[src/rtl/mac_controller.sv]
// mac_controller: sequences one mac instance through a dot product of len
// operand pairs. Operands stream in on a valid/ready handshake and go to the
// MAC combinationally. The MAC sum is captured on the final pair and held
// on a result valid/ready handshake until the consumer takes it.
module mac_controller #(
  parameter int A_WIDTH      = 16,
  parameter int B_WIDTH      = 16,
  parameter int OUTPUT_WIDTH = 16,
  parameter int LEN_WIDTH    = 8
) (
  input  logic                           clk,
  input  logic                           arst_in,
  input  logic                           start_valid,
  output logic                           start_ready,
  input  logic [LEN_WIDTH-1:0]           len,
  input  logic                           op_valid,
  output logic                           op_ready,
  input  logic signed [A_WIDTH-1:0]      op_a,
  input  logic signed [B_WIDTH-1:0]      op_b,
  output logic                           mac_input_valid,
  output logic                           mac_accumulate,
  output logic [A_WIDTH-1:0]             mac_a,
  output logic [B_WIDTH-1:0]             mac_b,
  input  logic signed [OUTPUT_WIDTH-1:0] mac_out,
  output logic                           result_valid,
  input  logic                           result_ready,
  output logic signed [OUTPUT_WIDTH-1:0] result,
  output logic                           busy
);

  // state | meaning
  // IDLE  | waiting for a command; start_ready high
  // RUN   | accepting operand pairs and driving the MAC
  // DONE  | result held until result_ready
  typedef enum logic [1:0] {
    IDLE = 2'd0,
    RUN  = 2'd1,
    DONE = 2'd2
  } state_t;

  state_t               state;
  logic [LEN_WIDTH-1:0] remaining;
  logic                 first;
  logic                 fire;

  // Handshake flags decode straight from the state register, so they are
  // glitch-free and carry no logic from the inputs.
  assign start_ready  = (state == IDLE);
  assign op_ready     = (state == RUN);
  assign result_valid = (state == DONE);
  assign busy         = (state == RUN) || (state == DONE);

  // MAC drive is combinational so a pair reaches the MAC in its fire cycle.
  // The first product of a command clears the accumulator by not accumulating.
  assign fire            = op_valid && op_ready;
  assign mac_input_valid = fire;
  assign mac_accumulate  = fire && !first;
  assign mac_a           = op_a;
  assign mac_b           = op_b;

  // Command/operand sequencing FSM with the captured result.
  always_ff @(posedge clk or posedge arst_in) begin
    if (arst_in) begin
      state     <= IDLE;
      remaining <= '0;
      first     <= 1'b0;
      result    <= '0;
    end else begin
      case (state)
        IDLE: begin
          if (start_valid) begin
            remaining <= len;
            first     <= 1'b1;
            if (len == '0) begin
              result <= '0;
              state  <= DONE;
            end else begin
              state <= RUN;
            end
          end
        end
        RUN: begin
          if (fire) begin
            first     <= 1'b0;
            remaining <= remaining - LEN_WIDTH'(1);
            if (remaining == LEN_WIDTH'(1)) begin
              result <= mac_out;
              state  <= DONE;
            end
          end
        end
        DONE: begin
          if (result_ready) begin
            state <= IDLE;
          end
        end
        default: begin
          state <= IDLE;
        end
      endcase
    end
  end

endmodule

[config.mk]
export PLATFORM = sky130hd
export DESIGN_NAME = mac_controller
export DESIGN_NICKNAME = d
export VERILOG_FILES = /design/src/rtl/mac_controller.sv
export SDC_FILE = /design/constraint.sdc
export NUM_CORES = 1
export LEC_CHECK = 0
export CORE_MARGIN = 10
export CORE_UTILIZATION = 35
export DETAILED_ROUTE_END_ITERATION = 6
export PLACE_DENSITY = 0.85
export SETUP_SLACK_MARGIN = 0.3
export SLEW_MARGIN = 30
export SYNTH_ARGS = -nofsm -noshare
export SYNTH_HDL_FRONTEND = slang
export SYNTH_SLANG_ARGS = --single-unit
[constraint.sdc]
create_clock -name clk -period 2.4 [get_ports clk]
set_clock_uncertainty 0.1 [all_clocks]
set_input_delay 0.48 -clock clk [delete_from_list [all_inputs] [get_ports clk]]
set_output_delay 0.48 -clock clk [all_outputs]
set_load 0.05 [all_outputs]
# Word-level counts from Yosys, hierarchy flattened
# Index checks and enable logic that the tools add are counted.
# word_totals
ff_bits	27
# op_classes
addsub	1
eq_ne	8
n_mux	17
reduce_logical	10
# op_table
op	n
$mux W16	4
$pmux W16 S2	1
$mux W8	2
$pmux W8 S2	1
$mux W2	5
$eq A8 B1 Y1 const B	1
$logic_not A8 Y1	1
$ne A2 B1 Y1 const B	4
$sub A8 B1 Y8 const B	1
$pmux W2 S3	1
$reduce_and A5 Y1	1
$reduce_and A4 Y1	1
$reduce_and A3 Y1	1
$eq A2 B1 Y1 const B	1
$eq A2 B2 Y1 const B	1
$logic_and A1 B1 Y1	2
$logic_not A2 Y1	1
$mux W1	2
$ne A2 B2 Y1 const B	1
$pmux W1 S2	1
$reduce_bool A2 Y1	1
$logic_not A1 Y1	1
$logic_or A1 B1 Y1	1

# Depth between registers and ports, before layout
# logic_depth
word_depth	4
mapped_depth	9
ltp_nobuf	7

# Worst setup path after synthesis
# OpenSTA, ideal clock, no wires.
# synth_path
kind	reg2out
startpoint	reg state[1]
endpoint	out mac_accumulate
path_slack_ns	-0.121
arrival_time_ns	1.941
stages_incl_launch_ff	6
cell_sequence	dfrtp_1 inv_1 ha_1 buf_2 nand2_1 nor2_1
# synth_between
elab_chain_len	3
# synth_rtl
element	line	source
start, declared	41	state_t state;
start signal, assigned	64	state <= IDLE;
start signal, assigned	76	state <= DONE;
start signal, assigned	78	state <= RUN;
$eq A2 B1 Y1	49	assign op_ready = (state == RUN);
via op_ready	17	output logic op_ready,
$logic_and A1 B1 Y1	55	assign fire = op_valid && op_ready;
$logic_and A1 B1 Y1	57	assign mac_accumulate = fire && !first;
end, declared	21	output logic mac_accumulate,
# The timed path passes the listed nets, and every way through them passes these cells.

# Worst setup path after layout
# layout_path
startpoint	in len[7]
endpoint	reg result[12]
# layout_between
elab_chain_len	3
# layout_rtl
element	line	source
start, declared	15	input logic [LEN_WIDTH-1:0] len,
$logic_not A8 Y1	74	if (len == '0) begin
$ne A2 B1 Y1 (no source line)	--	
$reduce_and A5 Y1 (no source line)	--	
end signal, assigned	87	result <= mac_out;
end, declared	27	output logic signed [OUTPUT_WIDTH-1:0] result,
# Every way passes these cells.
# A chain may end at the register's enable or synchronous reset.

==> flow_summary.json <==
{
  "cts.sinks": 27,
  "die_y_um": 89.86,
  "nFillCells": 433,
  "tns_ps": 0,
  "crit_start": "len[7]",
  "synth-seq-cells": 27,
  "cts_made_buffers": 3,
  "grt_max_degree": 28,
  "holdCritStartpoint": "result[3]",
  "slew_viol_final": 0,
  "num_rows": 25,
  "wl_per_cell_um": 16.45,
  "synthXorXnorAreaFrac_pct": 0.5128,
  "arrival_ps": 2130,
  "grt_antenna_before_repair": 0,
  "crit-reg2reg-launch": "state[0]",
  "instances_no_fill": 258,
  "max-cap-violations": 0,
  "syn_area_per_cell_sq_um": 10.11,
  "synth_compound_area_share_pct": 21.61,
  "powerDensity_mw_per_mm2": 1057,
  "yosys_warnings": 0,
  "synth.distinct_cells": 37,
  "htreeDepth": 1,
  "crit_path_end_kind": "register",
  "syn-num-nets": 235,
  "hold_class": "register to register",
  "portBuffers": 50,
  "drive_above_1_share_pct": 18.85,
  "fin_total_pwr_mw": 2.323,
  "synth_top_family_by_area": "compound AO/OA/AOI/OAI gates",
  "synth_area_sq_mm": 0.001708,
  "place_inst": 252,
  "finish.utilization_pct": 46.52,
  "drc": 0,
  "worst-slew-pin-transition_ps": 516.2,
  "p_sw_mw": 1.083,
  "critical_path_required_ps": 2470,
  "cts_tree": "built",
  "clockPowerShare_pct": 11.4,
  "crit_fanout": 9,
  "overflow": 0,
  "start_kind": "input pin",
  "place.gp.congestion": 0.8390,
  "io_pins": 115,
  "max_slew_margin_pct": 65.48,
  "worst_slack_ps": 336.7,
  "critical_path_class": "input pin to register",
  "dp_hpwl_um": 3236,
  "swShare_pct": 46.61,
  "postRouteAntennaNets": 0,
  "wirelength_um": 4244,
  "synthAdderAreaFrac_pct": 3.663,
  "outcome": "completed",
  "clock_latency_ps": 270,
  "power_frac_comb_pct": 58.5,
  "num_antenna_cells": 0,
  "dr.pass1.iters": 4,
  "dpl_worst_slack_ps": 19.64,
  "drt_iter0_drc": 86,
  "synth_mux_area_share_pct": 0,
  "leakagePower_nw": 0.9430,
  "path_clk_slew_ps": 100,
  "hold_buffers": 0,
  "vias": 1295,
  "vdd_drop_max_mv": 0.8735,
  "cts-root-buf": "clkbuf_8",
  "die_w_um": 89.86,
  "most-common-layout-cells": "clkdlybuf4s50_1 (42), dfrtp_1 (27), a22o_1 (23)",
  "finalHoldViolations": 0,
  "rsz0062_at_grt": "false",
  "p_int_mw": 1.240,
  "yosysSeqAreaShare_pct": 39.56,
  "layout_commonest_cell": "clkdlybuf4s50_1",
  "setup_viol": 0,
  "clock_path_buffers": 2,
  "track_usage_pct": 9.900,
  "fin_nets": 258,
  "area_growth_pct": 28.64,
  "synthCells": 169,
  "die_area_sq_mm": 0.008074,
  "viasPerCell": 5.019,
  "clock.fmax_mhz": 484.7,
  "finalCritPeriodShare_pct": 85.97,
  "p_seq_share_pct": 30.1,
  "grt_pass1_vias": 1333,
  "core-area_sq_mm": 0.004723,
  "grt_pass1_wl_um": 6699,
  "period_needed_ps": 2063,
  "start_util_pct": 36.16,
  "synthSimpleGateAreaFrac_pct": 16.12
}
[stage by stage]
step | instance area [sq um] | hold WS [ps]
after detailed placement | 2101 | 396.3
after global placement | 2101 | 399.3
final | 2197 | 423.3
after floorplan | 1747 | 407.5
after CTS | 2151 | 424.5
after global routing | 2197 | 444.1
[cells by family (layout without fill, tap and decap cells)]
logic type / after synthesis / after routing
adders and majority gates: 5 / 5
AOI/OAI and AO/OA: 51 / 51
xor gates and xnor gates: 1 / 1
and+or+nand+nor: 39 / 39
DFF: 27 / 27
buffers and inverters: 46 / 68
[synthesized netlist by cell type]
| library cell | number | area (sq um) |
|---|---|---|
| nor2_1 | 9 | 33.78 |
| nor4_4 | 1 | 21.27 |
| clkbuf_1 | 3 | 11.26 |
| nand2b_4 | 1 | 13.76 |
| a21o_2 | 1 | 8.760 |
| nor4_2 | 2 | 25.02 |
| nor3_2 | 1 | 10.01 |
| nor3_4 | 1 | 16.27 |
| xnor2_1 | 1 | 8.760 |
| and3_1 | 1 | 6.260 |
| a311oi_1 | 1 | 8.760 |
| or3b_1 | 1 | 8.760 |
| nand3_1 | 2 | 10.01 |
| dfrtp_1 | 27 | 675.7 |
| nor2b_1 | 1 | 6.260 |
| a21oi_1 | 13 | 65.06 |
| buf_2 | 1 | 5.000 |
| or3_1 | 3 | 18.77 |
| nor4b_1 | 1 | 8.760 |
| or3_4 | 1 | 11.26 |
| buf_6 | 3 | 33.78 |
| and2_1 | 1 | 6.260 |
| a21boi_2 | 1 | 11.26 |
| o211ai_1 | 1 | 7.510 |
| nand2b_1 | 2 | 12.51 |
| a211o_2 | 1 | 10.01 |
| a22o_1 | 23 | 201.4 |
| nand3_4 | 1 | 17.52 |
| nor2b_4 | 1 | 13.76 |
| a21o_1 | 1 | 7.510 |
| nor3_1 | 1 | 5.000 |
| inv_1 | 7 | 26.28 |
| o22ai_1 | 3 | 18.77 |
| ha_1 | 5 | 62.56 |
| o21ai_0 | 6 | 30.03 |
| buf_4 | 32 | 240.2 |
| nand2_1 | 8 | 30.03 |
[area by class of cell]
class                      instances  area (sq um)  share of cell area, %
multi-input combinational         96         778.2                  35.42
sequential                        27         675.6                  30.75
timing repair buffer              57         584.3                  26.59
tap                               67         83.83                  3.815
clock buffer                       3         41.29                  1.879
inverter                           7         26.28                  1.196
clock inverter                     1         7.507                 0.3417
[worst max-delay path, cell delays in order]
cell             delay [ps]
clkdlybuf4s50_1         480
nor4_4                  350
a21boi_2                140
nand2b_4                160
a21o_2                  260
a22o_1                  260
[sequential cells by signal, indices dropped and copies added, names as in the netlist]
signal / cells
first: 1
remaining: 8
result: 16
state: 2
[layer usage]
| layer | share of wire (%) | vias to the layer above | track usage, % |
|---|---|---|---|
| met5 | 0 | - | 0 |
| met4 | 1.7 | 0 | 3.316 |
| met3 | 8.7 | 10 | 4.406 |
| met2 | 48 | 57 | 16.22 |
| met1 | 41 | 614 | 11.20 |
| li1 | - | 614 | - |
[repair_timing]
| item | 4_1_cts | 5_1_grt |
|---|---|---|
| endpoints found under the setup margin | 9 | 19 |
| resized for setup | 1 | 9 |
| buffers inserted | 0 | 2 |
| pin swaps | 0 | 1 |
[path summary, 6_finish.rpt]
check                      slack, ps            to  depth (start not counted)
max in group asynchronous       1490  remaining[6]                          3
setup reg to reg                 400     result[9]                          8
hold reg to reg                  420     result[3]                          1
setup / recovery                 340    result[12]                          6
min in group asynchronous        450     result[2]                          3
hold / removal                   420     result[3]                          1
[power by group through the flow]
stage,sequential (mW),clock [mW],combinational (mW)
4_1_cts,0.696,0.274,1.35
6_report,0.698,0.266,1.36
3_3_place_gp,0.699,0,1.32
5_1_grt,0.714,0.285,1.48
2_1_floorplan,0.742,0,1.12
3_5_place_dp,0.703,0,1.34
Note: power is estimated with default switching activity, not from simulation.
